## config.mk

```make
export PLATFORM = sky130hd
export DESIGN_NAME = mpb_reg_responder
export DESIGN_NICKNAME = d
export VERILOG_FILES = /design/src/rtl/mpb_reg_responder.sv
export SDC_FILE = /design/constraint.sdc
export NUM_CORES = 1
export LEC_CHECK = 0
export BUFFER_PORTS_ARGS = -buffer_cell sky130_fd_sc_hd__buf_2
export CAP_MARGIN = 20
export CORE_MARGIN = 2
export CORE_UTILIZATION = 53
export CTS_CLUSTER_DIAMETER = 40
export DETAILED_ROUTE_END_ITERATION = 6
export GPL_TIMING_DRIVEN = 0
export HOLD_SLACK_MARGIN = 0.12
export PLACE_DENSITY_LB_ADDON = 0.15
export SYNTH_ARGS = -nofsm -noshare
export SYNTH_HDL_FRONTEND = slang
export SYNTH_SLANG_ARGS = --single-unit
```

## constraint.sdc

```tcl
create_clock -name clk -period 4.7 [get_ports clk]
set_clock_uncertainty 0.2 [all_clocks]
set_input_delay 0.705 -clock clk [delete_from_list [all_inputs] [get_ports clk]]
set_output_delay 0.705 -clock clk [all_outputs]
set_load 0.02 [all_outputs]
```

## src/rtl/mpb_reg_responder.sv

```systemverilog
// ---------------------------------------------------------------------------
// mpb_reg_responder
//   Target end of the Matrix Peripheral Bus (vld/rdy). It backs DEPTH 32-bit
//   registers that start at byte address BASE_AADDR. Every transfer, whether it
//   hits or misses, is acknowledged after WAIT_CYCLES wait states.
//
//   The bus only allows one transfer at a time. An ACK cycle is always
//   followed by at least one IDLE cycle.
//
//   A miss is an address that is out of range or not 4-byte aligned. A write
//   that misses is dropped. A read that misses returns 32'hDEAD_BEEF.
//
//   If vld is withdrawn during the wait states, the transfer is aborted with
//   no side effects.
//
// Ports
//   clk        in   1           clock
//   reset      in   1           synchronous active-high reset
//   vld        in   1           request valid
//   wr         in   1           1 = write, 0 = read (qualified by vld)
//   addr       in   ADDR_WIDTH  byte address (qualified by vld)
//   wdata      in   DATA_WIDTH  write data (qualified by vld & wr)
//   rdy        out  1           acknowledge; the transfer completes on vld & rdy
//   rdata      out  DATA_WIDTH  read data; non-zero only while rdy & ~wr
//   wr_count   out  16          saturating count of acknowledged writes
//   rd_count   out  16          saturating count of acknowledged reads
//   err_count  out  16          saturating count of acknowledged misses
//
// Configuration macro
//   MPB_RESP_STATS_EN  When defined, adds the three counter ports and their
//                      logic. When undefined, the ports do not exist.
// ---------------------------------------------------------------------------
module mpb_reg_responder #(
    parameter int                    ADDR_WIDTH  = 32,
    parameter int                    DATA_WIDTH  = 32,
    parameter int                    DEPTH       = 16,
    parameter logic [ADDR_WIDTH-1:0] BASE_ADDR   = '0,
    parameter int                    WAIT_CYCLES = 2
) (
    input  logic                  clk,
    input  logic                  reset,
    input  logic                  vld,
    input  logic                  wr,
    input  logic [ADDR_WIDTH-1:0] addr,
    input  logic [DATA_WIDTH-1:0] wdata,
    output logic                  rdy,
    output logic [DATA_WIDTH-1:0] rdata
`ifdef MPB_RESP_STATS_EN
    ,
    output logic [15:0]           wr_count,
    output logic [15:0]           rd_count,
    output logic [15:0]           err_count
`endif
);

    localparam int IDX_W = $clog2(DEPTH);

    typedef enum logic [1:0] {
        S_IDLE,
        S_WAIT,
        S_ACK
    } state_t;

    state_t                  state;
    state_t                  next_state;
    logic [3:0]              wait_cnt;
    logic [ADDR_WIDTH-1:0]   off;
    logic                    hit;
    logic [IDX_W-1:0]        idx;
    logic                    ack_xfer;
    logic [DATA_WIDTH-1:0]   regs [DEPTH];

    // Address decode. The subtraction wraps, so any address below BASE_ADDR
    // becomes a large offset and fails the range test.
    always_comb begin
        off = addr - BASE_ADDR;
        hit = (off < ADDR_WIDTH'(DEPTH * 4)) && (addr[1:0] == 2'b00);
        idx = off[IDX_W+1:2];
    end

    // NOTE: every output of a combinational block gets a default value
    // first, so no path through the case can leave it unassigned and infer
    // a latch.
    always_comb begin
        next_state = state;
        rdy        = 1'b0;
        case (state)
            S_IDLE: begin
                if (vld) begin
                    next_state = (WAIT_CYCLES == 0) ? S_ACK : S_WAIT;
                end
            end
            S_WAIT: begin
                if (!vld) begin
                    next_state = S_IDLE;           // initiator broke protocol: abort
                end else if (wait_cnt == 4'd0) begin
                    next_state = S_ACK;
                end
            end
            S_ACK: begin
                rdy        = 1'b1;
                next_state = S_IDLE;
            end
            default: next_state = S_IDLE;
        endcase
    end

    // A transfer takes effect only on the edge that ends the ACK cycle.
    assign ack_xfer = (state == S_ACK) && vld;

    // NOTE: state is updated with non-blocking assignments, so every
    // always_ff block samples the values from before the edge, no matter
    // which order the blocks are evaluated in.
    always_ff @(posedge clk) begin
        if (reset) begin
            state    <= S_IDLE;
            wait_cnt <= 4'd0;
        end else begin
            state <= next_state;
            if (state == S_IDLE && vld) begin
                wait_cnt <= 4'(WAIT_CYCLES - 1);
            end else if (state == S_WAIT && wait_cnt != 4'd0) begin
                wait_cnt <= wait_cnt - 4'd1;
            end
        end
    end

    // Read data is captured as the FSM enters ACK. It is zero in every other
    // cycle, so the initiator never sees stale data.
    always_ff @(posedge clk) begin
        if (reset) begin
            rdata <= '0;
        end else if (next_state == S_ACK && !wr) begin
            rdata <= hit ? regs[idx] : DATA_WIDTH'(32'hDEAD_BEEF);
        end else begin
            rdata <= '0;
        end
    end

    // NOTE: this register bank is reset on purpose. Reads must return zero
    // straight after reset, so it is built from resettable flops rather than
    // an uninitialised RAM.
    always_ff @(posedge clk) begin
        if (reset) begin
            for (int i = 0; i < DEPTH; i++) begin
                regs[i] <= '0;
            end
        end else if (ack_xfer && wr && hit) begin
            regs[idx] <= wdata;
        end
    end

`ifdef MPB_RESP_STATS_EN
    always_ff @(posedge clk) begin
        if (reset) begin
            wr_count  <= '0;
            rd_count  <= '0;
            err_count <= '0;
        end else if (ack_xfer) begin
            if (wr && wr_count != 16'hFFFF) begin
                wr_count <= wr_count + 16'd1;
            end
            if (!wr && rd_count != 16'hFFFF) begin
                rd_count <= rd_count + 16'd1;
            end
            if (!hit && err_count != 16'hFFFF) begin
                err_count <= err_count + 16'd1;
            end
        end
    end
`endif

endmodule

```

==> metrics.md, run 1 <==
| Metric | Value |
|---|---|
| Status | `finished, final reports clean` |
| Max-slew violations | `0` |
| Fmax | `264 MHz` |
| Per-cell routed wire length | `32.0 µm` |
| Setup TNS | `0 ns` |
| Clk sink count | `550` |
| CP required | `4.81 ns` |
| Vias in the first global route | `16830` |
| Total grt overflow | `0` |
| Sequential share of the synthesized area | `67.3%` |
| PD cells | `418 mW/mm²` |
| Nets | `1987` |
| Port Buf Inserts | `98` |
| I/O pin cnt | `101` |
| Worst-path clk slew | `0.05 ns` |
| Min Clock Period, post-route | `3.79 ns` |
| Routed Antenna Nets | `0` |
| Final Hold Viols | `0` |
| P_leak | `10.6 nW` |
| RePlAce Congestion | `0.921` |
| Clk buf depth | `3` |
| All-Layer GR Usage | `35.4%` |
| Synthesized area per cell | `14.1 µm²` |
| First-pass GRT wire length | `116000 µm` |
| HP Class | `in -> reg` |
| Dpl cell area | `0.0260 mm²` |
| TritonCTS clock tree | `built` |
| Root buf cell | `clkbuf_16` |
| First-iteration detailed-routing DRC count | `2807` |
| Row Count | `77` |
| Largest net degree at the start of global routing | `23` |
| Leading cell type in the layout, fill and taps excluded | `edfxtp_1` |
| Cts bufs inserted | `75` |
| Hold buffer count at cts | `0` |
| Die Footprint | `0.0470 mm²` |
| Slew of the pin with the lowest slew margin | `1.24 ns` |
| Critical Path End Type | `register` |
| EDFF count, synth | `512` |
| Max-Cap Viols | `0` |
| Starting density of the core | `54.0%` |
| Tot Pwr | `11.9 mW` |
| Finished Cell Area | `0.0285 mm²` |
| Cts repair resizes | `0` |
| Syn Nets | `1776` |
| Most frequent cells in the layout | `edfxtp_1, nor2_1, and2_1` |
| Fillcell total | `3260` |
| VDD IR-drop max | `320 µV` |
| Critical Path AT | `3.90 ns` |
| Vias post-DR | `16694` |
| R2r worst-path depth | `6` |
| Top FF cell, synth | `edfxtp_1` |
| Netlist cell types | `40` |
| Post-synthesis cell area | `0.0240 mm²` |
| Initial antenna violation count | `4` |
| CP startpoint kind | `primary input` |
| Utilization after layout | `64.2%` |
| Avg Vias per Cell | `6.49` |
| Final WL | `82400 µm` |
| Syn-to-layout area delta | `18.9%` |
| Synth warn | `0` |
| Die height | `217 µm` |
| Hold Worst Slack | `0.176 ns` |
| Synth async-reset ratio | `0%` |
| Die Wd | `217 µm` |
| Inst Count DP | `2431` |
| Critical path class | `in -> reg` |
| Post-place setup slack | `0.463 ns` |
| Yosys reg bits | `550` |
| Post-CTS Setup Bufs | `0` |
| CTS H-Tree Depth | `3` |
| Slew margin rel. | `17.4%` |
| Final setup violation count | `0` |
| Share of cells above drive strength 1 | `20.1%` |
| Drt drc | `0` |
| Core area | `0.0444 mm²` |
| Final worst path period share | `80.6%` |
| Non-filler cells, final | `2573` |
| RSZ-0062 raised after global routing | `no` |
| Worst skew pair latency | `0.62 ns` |
| Crit Path Max Fanout | `13` |
| Syn Inst Count | `1707` |
| Setup ws final | `0.910 ns` |
| Hpwl dp | `52700 µm` |
| DRT Pass-1 Iters | `6` |
| Hold path cells | `2` |
## layout make-up
cell class                 instances  area, µm²  area share, %
tap                              592        741           2.60
clock inverter                    52        470           1.65
clock buffer                      87       2020           7.07
antenna                            1       2.50        0.00877
inverter                           5       18.8         0.0658
buffer                           163        647           2.27
multi-input combinational        989       7340           25.7
sequential                       550      16100           56.6
timing repair buffer             134       1160           4.05
## routing by layer
metal / track usage (%) / share of wire [%] / routed length (µm) / up-vias
met4: 17.5 / 5.1 / 4200 / 6
li1: - / - / - / 6765
met3: 9.71 / 14 / 11500 / 305
met1: 46.7 / 36 / 29300 / 8238
met2: 54.7 / 45 / 37400 / 1380
met5: 0 / 0.045 / 37 / -
## worst paths after layout
| path | startpoint | endpoint | slack [ns] |
|---|---|---|---|
| setup / recovery | addr[5] | regs[8][16]$_SDFFCE_PN0P_ | 0.91 |
| setup reg to reg | state[1]$_SDFF_PP0_ | regs[8][16]$_SDFFCE_PN0P_ | 0.96 |
| hold / removal | reset | wait_cnt[0]$_SDFFE_PP0P_ | 0.18 |
| hold reg to reg | wait_cnt[1]$_SDFFE_PP0P_ | wait_cnt[1]$_SDFFE_PP0P_ | 0.32 |
## power by group
group	internal, mW	switching, mW	total (mW)
combinational	0.264	0.529	0.794
clock	3.31	2.30	5.60
sequential	5.49	0.0436	5.53
total	9.06	2.87	11.9
## worst max-delay path: stages
cell	delay, ns
buf_2	0.13
clkbuf_1	0.32
nor2b_1	0.18
clkbuf_1	0.39
nand4_1	0.79
o31ai_4	1.11
buf_8	0.25
## kinds of logic (layout without fill, tap and decap cells)
logic type	count (synthesis)	in the layout	share of synthesized area [%]
buf+inv	168	441	2.77
other cells	0	1	0
fa+ha+maj	1	1	0.0521
compound gates	139	139	3.89
mux	176	176	11.5
flops	550	550	67.3
simple gates	671	671	14.5
xor+xnor	2	2	0.0730
## synthesized netlist by cell type (6+ instances only)
| cell type | count | share of area (%) |
|---|---|---|
| nor4_2 | 9 | 0.47 |
| nor4_1 | 6 | 0.16 |
| and3_1 | 98 | 2.6 |
| a21oi_2 | 8 | 0.29 |
| nor2_1 | 232 | 3.6 |
| nand3_1 | 8 | 0.17 |
| a31oi_1 | 24 | 0.63 |
| mux4_2 | 80 | 7.5 |
| o22ai_1 | 48 | 1.3 |
| o21ai_0 | 13 | 0.27 |
| a211oi_1 | 25 | 0.78 |
| edfxtp_1 | 512 | 64 |
| buf_2 | 15 | 0.31 |
| nor2b_1 | 7 | 0.18 |
| clkbuf_1 | 136 | 2.1 |
| dfxtp_1 | 38 | 3.2 |
| mux2i_1 | 96 | 4.0 |
| a22oi_1 | 17 | 0.53 |
| nand2_1 | 91 | 1.4 |
| buf_1 | 10 | 0.16 |
| and2_1 | 193 | 5.0 |
## state kept, by name, indices dropped and copies added, names as in the netlist
name / count
regs: 512
rdata: 32
wait_cnt: 4
state: 2
(Power assumes the default switching activity.)
==> run 2: changes to the inputs <==
==> constraint.sdc (replaced) <==
create_clock -name clk -period 3.5 [get_ports clk]
set_clock_uncertainty 0.2 [all_clocks]
set_input_delay 0.525 -clock clk [delete_from_list [all_inputs] [get_ports clk]]
set_output_delay 0.525 -clock clk [all_outputs]
set_load 0.02 [all_outputs]
==> run 2 against run 1 <==
Against the previous run: the run now ends with setup timing left; global-route usage increased by 0.26 points; clock power increased by 42%; hold slack got worse by 0.043 ns; critical path type is now reg -> reg; largest cell class unchanged.
==> metrics.md, run 2 (synthesized netlist as in run 1, its figures left out) <==
| Metric | Value |
|---|---|
| Status | `complete, but fails checks (was finished, final reports clean)` |
| Violated checks | `setup timing` |
| Vias in the first global route | `16829 (was 16830)` |
| CP Buf/Inv Count | `1 (was 4)` |
| Max FFs per register | `512 (unchanged)` |
| Crit Path Max Fanout | `10 (was 13)` |
| Clk sink count | `550 (unchanged)` |
| Final WL | `83500 µm (was 82400 µm)` |
| Critical path class | `reg -> reg (was in -> reg)` |
| First-pass GRT wire length | `116000 µm (about the same)` |
| CP required | `3.76 ns (was 4.81 ns)` |
| Starting density of the core | `54.0% (unchanged)` |
| CP startpoint kind | `register (was primary input)` |
| Root buf cell | `clkbuf_16 (unchanged)` |
| Total grt overflow | `0 (unchanged)` |
| Nets | `2022 (was 1987)` |
| Die Footprint | `0.0470 mm² (unchanged)` |
| Slew of the pin with the lowest slew margin | `1.19 ns (was 1.24 ns)` |
| Vias post-DR | `16933 (was 16694)` |
| Syn-to-layout area delta | `21.2% (was 18.9%)` |
| Biggest regs | `regs x512, rdata x32, wait_cnt x4 (unchanged)` |
| Dpl cell area | `0.0261 mm² (was 0.0260 mm²)` |
| Inst Count DP | `2432 (was 2431)` |
| Port Buf Inserts | `98 (unchanged)` |
| Per-cell routed wire length | `32.0 µm (about the same)` |
| RePlAce Congestion | `0.913 (was 0.921)` |
| CTS H-Tree Depth | `3 (unchanged)` |
| DRT Pass-1 Iters | `6 (unchanged)` |
| HP Class | `in -> reg (unchanged)` |
| P_leak | `10.9 nW (was 10.6 nW)` |
| Non-filler cells, final | `2606 (was 2573)` |
| I/O pin cnt | `101 (unchanged)` |
| Reg with most FFs | `regs (unchanged)` |
| Core area | `0.0444 mm² (unchanged)` |
| Final worst path period share | `101%` |
| All-Layer GR Usage | `35.7% (was 35.4%)` |
| Critical path cell sequence | `nor2b_1 > nand3_1 > nor4_2 > clkbuf_1 > and2_1 (was buf_2 > clkbuf_1 > nor2b_1 > clkbuf_1 > nand4_1 > o31ai_4 > buf_8)` |
| Avg Vias per Cell | `6.50 (was 6.49)` |
| Ant diodes | `0 (was 1)` |
| Finished Cell Area | `0.0291 mm² (was 0.0285 mm²)` |
| First-iteration detailed-routing DRC count | `2692 (was 2807)` |
| TritonCTS clock tree | `built (unchanged)` |
| Tot Pwr | `16.5 mW (was 11.9 mW)` |
| Most frequent cells in the layout | `edfxtp_1, nor2_1, and2_1 (unchanged)` |
| Max-Cap Viols | `0 (unchanged)` |
| Fmax | `284 MHz` |
| Min Clock Period, post-route | `3.52 ns` |
| Share of cells above drive strength 1 | `20.8% (was 20.1%)` |
| Routed Antenna Nets | `0 (unchanged)` |
| Worst skew pair latency | `0.62 ns (about the same)` |
| PD cells | `567 mW/mm² (was 418 mW/mm²)` |
| Max-slew violations | `0 (unchanged)` |
| Crit-path max cell delay | `0.93 ns (was 1.11 ns)` |
| Largest net degree at the start of global routing | `23 (unchanged)` |
| Final Hold Viols | `0 (unchanged)` |
| Clk buf depth | `3 (unchanged)` |
| RSZ-0062 raised after global routing | `yes (was no)` |
| VDD IR-drop max | `532 µV (was 320 µV)` |
| Leading cell type in the layout, fill and taps excluded | `edfxtp_1 (unchanged)` |
| Cts bufs inserted | `75 (unchanged)` |
| Drt drc | `0 (unchanged)` |
| CP top delay family | `simple AND/OR/NAND/NOR gates (was compound AO/OA/AOI/OAI gates)` |
| Die Wd | `217 µm (unchanged)` |
| Worst-path clk slew | `0.06 ns (was 0.05 ns)` |
| Row Count | `77 (unchanged)` |
| Critical Path AT | `3.78 ns (was 3.90 ns)` |
| Die height | `217 µm (unchanged)` |
| Slew margin rel. | `20.8% (was 17.4%)` |
| Slowest-stage cell, CP | `nor4_2 (was o31ai_4)` |
| Utilization after layout | `65.5% (was 64.2%)` |
| Setup ws final | `-0.0247 ns (was 0.910 ns)` |
| Setup TNS | `-0.306 ns (was 0 ns)` |
| Initial antenna violation count | `3 (was 4)` |
| Hpwl dp | `52800 µm (was 52700 µm)` |
| Critical Path End Type | `register (unchanged)` |
| Final setup violation count | `29 (was 0)` |
-- run 2: cell types whose count changed in the layout (fill, tap and decap cells not counted), sizes merged --
cell	before	now
bufinv	3	10
diode	1	0
dlygate4sd3	0	10
buf	161	186
clkbuf	223	231
clkinvlp	9	10
clkinv	27	18
inv	18	10
-- run 2: layout make-up --
type | count | area, µm²
Fill cell | 3193 | 15300
Tap cell | 592 | 741
Clock buffer | 95 | 2080
Inverter | 5 | 18.8
Sequential cell | 550 | 16100
Timing Repair Buffer | 169 | 1580
Buffer | 163 | 647
Multi-Input combinational cell | 989 | 7350
Clock inverter | 43 | 533
-- run 2: worst paths after layout --
check	from	to	slack, ns	depth (start not counted)
worst max-delay path	state[1]$_SDFF_PP0_	regs[12][22]$_SDFFCE_PN0P_	-0.02	5
worst min-delay path	wdata[29]	regs[5][29]$_SDFFCE_PN0P_	0.13	3
worst max register to register	state[1]$_SDFF_PP0_	regs[12][22]$_SDFFCE_PN0P_	-0.02	5
worst min register to register	state[1]$_SDFF_PP0_	state[0]$_SDFF_PP0_	0.32	1
-- run 2: tightest hold or removal path, stage by stage --
cell and delay (ns):
buf_2 0.09, nand2_1 0.10, nor2_1 0.11
-- run 2: what timing repair did --
item | 4_1_cts | 5_1_grt
setup endpoints to repair | 59 | 171
pin swaps | 3 | 5
gates resized for setup | 0 | 1
hold buffers | 10 | 0
hold endpoints to repair | 20 | 0
buffers inserted | 5 | 17
-- run 2: power breakdown --
part,internal [mW],total [mW],switching [mW]
logic,0.393,1.12,0.726
clock network,4.98,7.93,2.96
registers,7.37,7.43,0.0601
-- run 2: metrics by stage --
step                      setup slack (ns)  hold slack, ns
final                              -0.0247           0.133
after floorplan                     -0.238           0.270
after detailed placement            -0.651           0.323
after global placement               -3.04           0.296
after global routing                -0.134           0.155
after CTS                           0.0297           0.122
-- run 2: routing by layer --
metal / share of wire, % / GRT usage [%]
met3: 14 / 10.6
met1: 34 / 45.9
met5: 0.11 / 1.88
met2: 45 / 54.4
met4: 6.1 / 20.1
